==> config.mk <==
export PLATFORM = sky130hd
export DESIGN_NAME = imem_loader
export DESIGN_NICKNAME = d
export VERILOG_FILES = /design/src/rtl/imem_loader.sv
export SDC_FILE = /design/constraint.sdc
export NUM_CORES = 1
export LEC_CHECK = 0
export ABC_AREA = 0
export BUFFER_PORTS_ARGS = -buffer_cell sky130_fd_sc_hd__buf_2
export CAP_MARGIN = 25
export CORE_MARGIN = 2
export CORE_UTILIZATION = 32
export CTS_CLUSTER_DIAMETER = 40
export DETAILED_ROUTE_END_ITERATION = 7
export PLACE_DENSITY_LB_ADDON = 0.12
export SLEW_MARGIN = 5
export SYNTH_ARGS = -nofsm -noshare
export SYNTH_HDL_FRONTEND = slang
export SYNTH_SLANG_ARGS = --single-unit
export TNS_END_PERCENT = 20
==> constraint.sdc <==
create_clock -name clk_i -period 3.1 [get_ports clk_i]
set_input_delay 0.465 -clock clk_i [delete_from_list [all_inputs] [get_ports clk_i]]
set_output_delay 0.465 -clock clk_i [all_outputs]
set_load 0.01 [all_outputs]
==> src/rtl/imem_loader.sv <==
// Framed byte-stream loader for the Y86-64 instruction memory write port.
// Parses BASE/LEN header, writes LEN payload bytes, verifies an 8-bit sum, and gates CPU reset.
module imem_loader #(
    parameter int MEM_BYTES = 1024
) (
    input  logic        clk_i,
    input  logic        rst_i,
    input  logic        start_i,
    input  logic        byte_valid_i,
    input  logic [7:0]  byte_data_i,
    output logic        byte_ready_o,
    output logic        wen_o,
    output logic [63:0] waddr_o,
    output logic [7:0]  wdata_o,
    output logic        busy_o,
    output logic        done_o,
    output logic [1:0]  err_o,
    output logic        cpu_hold_o
);

    typedef enum logic [2:0] {
        ST_IDLE = 3'd0,
        ST_HDR  = 3'd1,
        ST_DATA = 3'd2,
        ST_CSUM = 3'd3,
        ST_DONE = 3'd4,
        ST_ERR  = 3'd5
    } state_t;

    localparam logic [16:0] MEM_LIMIT = 17'(MEM_BYTES);

    state_t      state_r;
    logic [1:0]  hdr_cnt_r;
    logic [15:0] base_r;
    logic [15:0] len_r;
    logic [15:0] addr_r;
    logic [15:0] rem_r;
    logic [7:0]  sum_r;
    logic        ready_r;
    logic        wen_r;
    logic [63:0] waddr_r;
    logic [7:0]  wdata_r;
    logic        busy_r;
    logic        done_r;
    logic [1:0]  err_r;
    logic        hold_r;

    logic        accept_s;
    logic [15:0] len_full_s;
    logic [16:0] range_end_s;

    // Handshake and header-completion arithmetic (17-bit end address so it never wraps).
    always_comb begin
        accept_s    = 1'b0;
        len_full_s  = 16'd0;
        range_end_s = 17'd0;
        if (byte_valid_i && ready_r) begin
            accept_s = 1'b1;
        end else begin
            accept_s = 1'b0;
        end
        len_full_s  = {byte_data_i, len_r[7:0]};
        range_end_s = {1'b0, base_r} + {1'b0, len_full_s};
    end

    // Loader FSM with all outputs registered.
    always_ff @(posedge clk_i) begin
        if (rst_i) begin
            state_r   <= ST_IDLE;
            hdr_cnt_r <= 2'd0;
            base_r    <= 16'd0;
            len_r     <= 16'd0;
            addr_r    <= 16'd0;
            rem_r     <= 16'd0;
            sum_r     <= 8'd0;
            ready_r   <= 1'b0;
            wen_r     <= 1'b0;
            waddr_r   <= 64'd0;
            wdata_r   <= 8'd0;
            busy_r    <= 1'b0;
            done_r    <= 1'b0;
            err_r     <= 2'b00;
            hold_r    <= 1'b1;
        end else begin
            wen_r <= 1'b0;
            case (state_r)
                ST_IDLE, ST_DONE, ST_ERR: begin
                    if (start_i) begin
                        state_r   <= ST_HDR;
                        hdr_cnt_r <= 2'd0;
                        sum_r     <= 8'd0;
                        ready_r   <= 1'b1;
                        busy_r    <= 1'b1;
                        done_r    <= 1'b0;
                        err_r     <= 2'b00;
                        hold_r    <= 1'b1;
                    end else begin
                        state_r <= state_r;
                    end
                end
                ST_HDR: begin
                    if (accept_s) begin
                        hdr_cnt_r <= hdr_cnt_r + 2'd1;
                        case (hdr_cnt_r)
                            2'd0: base_r[7:0]  <= byte_data_i;
                            2'd1: base_r[15:8] <= byte_data_i;
                            2'd2: len_r[7:0]   <= byte_data_i;
                            2'd3: begin
                                len_r  <= len_full_s;
                                addr_r <= base_r;
                                rem_r  <= len_full_s;
                                if (range_end_s > MEM_LIMIT) begin
                                    state_r <= ST_ERR;
                                    err_r   <= 2'b01;
                                    ready_r <= 1'b0;
                                    busy_r  <= 1'b0;
                                end else if (len_full_s == 16'd0) begin
                                    state_r <= ST_CSUM;
                                end else begin
                                    state_r <= ST_DATA;
                                end
                            end
                            default: hdr_cnt_r <= 2'd0;
                        endcase
                    end else begin
                        state_r <= state_r;
                    end
                end
                ST_DATA: begin
                    if (accept_s) begin
                        wen_r   <= 1'b1;
                        waddr_r <= {48'd0, addr_r};
                        wdata_r <= byte_data_i;
                        sum_r   <= sum_r + byte_data_i;
                        addr_r  <= addr_r + 16'd1;
                        rem_r   <= rem_r - 16'd1;
                        if (rem_r == 16'd1) begin
                            state_r <= ST_CSUM;
                        end else begin
                            state_r <= ST_DATA;
                        end
                    end else begin
                        state_r <= state_r;
                    end
                end
                ST_CSUM: begin
                    if (accept_s) begin
                        ready_r <= 1'b0;
                        busy_r  <= 1'b0;
                        if (byte_data_i == sum_r) begin
                            state_r <= ST_DONE;
                            done_r  <= 1'b1;
                            hold_r  <= 1'b0;
                        end else begin
                            state_r <= ST_ERR;
                            err_r   <= 2'b10;
                        end
                    end else begin
                        state_r <= state_r;
                    end
                end
                default: begin
                    state_r <= ST_IDLE;
                    ready_r <= 1'b0;
                    busy_r  <= 1'b0;
                end
            endcase
        end
    end

    assign byte_ready_o = ready_r;
    assign wen_o        = wen_r;
    assign waddr_o      = waddr_r;
    assign wdata_o      = wdata_r;
    assign busy_o       = busy_r;
    assign done_o       = done_r;
    assign err_o        = err_r;
    assign cpu_hold_o   = hold_r;

endmodule

Yosys cells after proc, flatten, opt, wreduce, memory -nomap -nowiden --
Cells that the tools add are included. W data, S select, Z words.
Storage, ports and cells: register bits 99
Operators by class: eq/ne operators 18, multiplexer cells 45, reduce and logical (&&, ||, !) cells 22, bitwise logic cells 1, order comparisons 1, add/sub/neg operators 5
Operators by type and width (number):
- $mux W16 | 6
- $pmux W16 S2 | 2
- $mux W3 | 6
- $add A16 B16 Y17 | 1
- $gt A17 B11 Y1 const B | 1
- $add A16 B1 Y16 const B | 1
- $eq A16 B1 Y1 const B | 1
- $logic_not A16 Y1 | 1
- $mux W8 | 2
- $pmux W8 S2 | 1
- $sub A16 B1 Y16 const B | 1
- $mux W1 | 15
- $reduce_and A3 Y1 | 5
- $mux W2 | 7
- $ne A2 B2 Y1 const B | 7
- $pmux W3 S4 | 1
- $add A8 B8 Y8 | 1
- $eq A8 B8 Y1 | 1
- $reduce_and A4 Y1 | 2
- $reduce_bool A2 Y1 | 4
- $reduce_and A7 Y1 | 1
- $eq A3 B2 Y1 const B | 2
- $eq A3 B3 Y1 const B | 2
- $pmux W2 S3 | 1
- other kinds (18) | 20

Longest topological paths before layout --
depth after elaboration 6, gate-level depth with buffers 10, depth with buffers taken out 10

Worst setup path before layout --
Ideal clock, no wire load.
path kind register to register, start point register base_r[0], end point register err_r[1] (netlist: err_o[1]), path buffers 0, period minus slack after synthesis 2924 ps, setup slack 176 ps, data required time 2997 ps, cell stages (with the launch flop) 11, arrival time 2820 ps, path through dfxtp_1 -> ha_1 -> fa_1 -> a211oi_2 -> nor2_1 -> o21a_2 -> a221o_1 -> mux2_4 -> a211oi_2 -> nand4_2 -> a2111oi_2
Between the ends: longest elaborated chain between the ends 4
RTL lines:
- start: declaration | line 34 | logic [15:0] base_r;
- start signal: assignment | line 105 | 2'd0: base_r[7:0] <= byte_data_i;
- $add A16 B16 Y17 | line 63 | range_end_s = {1'b0, base_r} + {1'b0, len_full_s};
- $gt A17 B11 Y1 | line 112 | if (range_end_s > MEM_LIMIT) begin
- $ne A2 B2 Y1 (no source line)
- $reduce_and A7 Y1 (no source line)
- end signal: assignment | line 82 | err_r <= 2'b00;
- end signal: assignment | line 95 | err_r <= 2'b00;
- end signal: assignment | line 114 | err_r <= 2'b01;
- end: declaration | line 45 | logic [1:0] err_r;
No other way between the ends. A chain may end at the register's enable or synchronous reset.

Worst setup path in the final report --
start point register base_r[0], end point register state_r[2]
Between the ends: longest elaborated chain between the ends 6
RTL lines:
- $add A16 B16 Y17 | line 63
- $gt A17 B11 Y1 | line 112
- $mux W3 | line 112
- $mux W3 | line 104 | case (hdr_cnt_r)
- $mux W3 | line 102 | if (accept_s) begin
- $pmux W3 S4 | line 86 | case (state_r)
- end signal: assignment | line 98 | state_r <= state_r;
- end signal: assignment | line 126 | state_r <= state_r;
- end signal: assignment | line 143 | state_r <= state_r;
- end: declaration | line 32 | state_t state_r;
No other way between the ends. The select of a mux whose other input is x is not followed.

==> reports/qor.yml <==
power:
  seqPwrFrac: 0.447
  p_int_mw: 2.08
  peakVddDrop_mv: 0.240
  p_leak_nw: 2.61
  clkPwrFrac: 0.352
  switching_power_mw: 1.05
  powerDensity_nw_per_um2: 473
  combinationalPowerShare: 0.201
  p_total_mw: 3.13
  swShare: 0.335
sta:
  fin_crit_sh: 0.963
  period_needed_ps: 2980
  worst_slew_pin_slew_ps: 636
  setup_viol: 0
  slew_violations: 0
  slew_headroom: 0.573
  fin_ws_ps: 116
  tns_ps: 0
  max_freq_mhz: 335
  rsz0062_at_grt: "true"
  fin_skew_ps: 6.52
  hold_viol_final: 0
place:
  place.gp.congestion: 0.894
  dpl_worst_slack_ps: 26.7
  io_buffers: 42
  place_inst: 1035
  post-dp-hpwl_um: 12400
floorplan:
  fp.coreArea_um2: 18100
  die_w_um: 140
  start_util: 0.329
  die_area_um2: 19700
  ios: 91
  rows: 49
  die_y_um: 140
worst_setup_path:
  critPathSlowestCell: "fa_2"
  critPathTopFamily: "compound AO/OA/AOI/OAI gates"
  r2r_start: "base_r[0]$_SDFFE_PP0P_"
  worst-r2r-cell-count: 11
  r2r_slack_ps: 120
  crit_type: "reg2reg"
  crit_buf_inv: 1
  critPathRequiredTime_ps: 3350
  cp-start-kind: "flip-flop"
  worstPathArrival_ps: 3240
  critPathMaxFanout: 3
  r2r_end: "state_r[2]$_SDFFE_PP0P_"
  path_cells: "ha_4 -> fa_2 -> a211oi_2 -> nor2_2 -> o21a_2 -> a221o_1 -> mux2_4 -> a211oi_4 -> nand4_2 -> buf_6 -> a31o_1"
  max_stage_delay_ps: 390
  endpoint_kind: "flip-flop"
cts:
  path_clk_slew_ps: 70
  h-tree-depth: 3
  cts_buffers: 9
  worstSkewPairLatency_ps: 360
  clock-sinks: 99
  clockBufferDepth: 2
  tritoncts: "done"
  cts_hold_buf: 0
  cts_root_buf: "clkbuf_16"
global_routing:
  grt_pass1_vias: 5211
  grt_max_degree: 48
  grt_pass1_wl_um: 28000
  grt_overflow: 0
  globalRouteTotalUtil: 0.179
  antenna_found_initial: 0
worst_hold_path:
  hold_end: "waddr_o[12]$_SDFFE_PP0P_"
  hp-start: "waddr_o[12]$_SDFFE_PP0P_"
  hold_depth: 2
  hold_class: "reg2reg"
layout:
  area_delta_synth_final_pct: 11.1
  n_antenna_cell: 0
  fin_cells: 1052
  fillers: 1897
  drive_above_1_share: 0.123
  area.sequential_um2: 1980
  final_nets: 862
  multi_input_area_um2: 3630
synth:
  yosys-top-cells-area: "dfxtp_1, a21oi_1, nand2_1"
  yosysSeqAreaShare: 0.333
  synth.most_common_cell: "nand2_1"
  syn_inst: 789
  syn_avg_cell_area_um2: 7.54
  synth-edff-count: 0
  ys_top_cells_by_count: "nand2_1, a21oi_1, dfxtp_1"
  yosys.cell_types.count: 64
  synth_top_flop_cell: "dfxtp_1"
  ys_ff_latch: 99
  yosysWarnings: 0
  async_flop_share: 0
  netlist_area_um2: 5950
  synth_top_area_share: 0.333
  synth.largest_area_cell: "dfxtp_1"
routing:
  routed_wirelength_um: 17500
  wl_per_cell_um: 16.6
  firstDrtPassIters: 5
  drc: 0
  viasPerCell: 5.35
  drt_iter0_drc: 313
  ant_nets: 0
  vias: 5624
outcome:
  status: "finished clean"
run:
  cap_violations: 0
worst max-delay path by stage:
| stage | startpoint | endpoint | slack (ps) | cells past startpoint |
|---|---|---|---|---|
| final | base_r[0]$_SDFFE_PP0P_ | state_r[2]$_SDFFE_PP0P_ | 120 | 11 |
| after global routing | base_r[0]$_SDFFE_PP0P_ | state_r[2]$_SDFFE_PP0P_ | 2 | 11 |
| after CTS | base_r[0]$_SDFFE_PP0P_ | err_o[1]$_SDFFE_PP0P_ | 60 | 10 |
| after detailed placement | base_r[0]$_SDFFE_PP0P_ | err_o[1]$_SDFFE_PP0P_ | 30 | 10 |
| after global placement | base_r[0]$_SDFFE_PP0P_ | state_r[2]$_SDFFE_PP0P_ | 50 | 11 |
| after floorplan | base_r[0]$_SDFFE_PP0P_ | err_o[1]$_SDFFE_PP0P_ | 180 | 10 |
layout by cell type (no fill, tap or decap), drive strengths merged, types with 6 or more instances in the layout:
cell type | Yosys | final
nand2 | 135 | 135
a21oi | 111 | 111
dfxtp | 99 | 99
buf | 53 | 65
nor2 | 55 | 55
nand3 | 48 | 48
conb | 1 | 48
o21ai | 41 | 41
ha | 30 | 30
nor3 | 19 | 19
a211oi | 15 | 15
a21o | 13 | 13
inv | 8 | 11
nand2b | 9 | 9
xnor2 | 9 | 9
clkbuf | 41 | 9
xor2 | 8 | 8
and3 | 7 | 7
a22oi | 7 | 7
nor4 | 6 | 6
timing repair:
item,CTS,global route
buffers inserted,0,1
gates resized for setup,1,10
setup endpoints to repair,1,2
pin swaps,0,8
state kept, by name, indices dropped and copies added, names as in the netlist, 3 cells and up:
signal and count:
addr_r 16, base_r 16, len_r 8, rem_r 16
state_r 3, sum_r 8, waddr_o 16, wdata_o 8
worst register-to-register path: cells and delay by family, from the launching register on:
family | cells | cell delay [ps]
AO/OA/AOI/OAI | 5 | 1270
adder cells (fa/ha/maj) | 2 | 550
buffers and inverters | 1 | 170
flip-flops | 1 | 340
multiplexers | 1 | 320
AND/OR/NAND/NOR | 2 | 240
logic make-up after synthesis:
kind of cell / after synthesis / synth area share
AO/OA/AOI/OAI: 235 / 0.244
adder cells (fa/ha/maj): 32 / 0.0698
flip-flops: 99 / 0.333
XOR/XNOR: 17 / 0.0250
AND/OR/NAND/NOR: 301 / 0.226
other: 1 / 0.000630
multiplexers: 2 / 0.00442
buffers and inverters: 102 / 0.0967
power groups by stage:
| stage | sequential [mW] | clock [mW] | combinational [mW] |
|---|---|---|---|
| after detailed placement | 1.43 | 0 | 0.620 |
| final | 1.40 | 1.10 | 0.630 |
| after global placement | 1.42 | 0 | 0.619 |
| after global routing | 1.41 | 1.18 | 0.701 |
| after floorplan | 1.40 | 0 | 0.489 |
| after CTS | 1.40 | 1.14 | 0.619 |
final cells by class:
class / count / share of cell area
inverters: 8 / 0.00454
multi-input cells: 635 / 0.549
well taps: 229 / 0.0433
flip-flops and latches: 99 / 0.300
clock buffers: 9 / 0.0341
repair buffers: 65 / 0.0604
clock inverters: 7 / 0.00889
layer usage:
metal / vias up / part of all wire / global-route usage
li1: 2778 / - / -
met1: 2656 / 0.48 / 0.245
met2: 167 / 0.45 / 0.285
met3: 23 / 0.048 / 0.0212
met4: 0 / 0.024 / 0.0755
met5: - / 0 / 0
per-stage QoR:
stage / hold WS [ps] / util / cell area (um^2)
floorplan: 441 / - / 6130
global placement: 441 / 0.346 / 6260
detailed placement: 446 / 0.346 / 6260
CTS: 459 / 0.362 / 6550
global route: 473 / 0.366 / 6610
finish: 458 / 0.366 / 6610
Note: power is estimated with default switching activity, not from simulation.
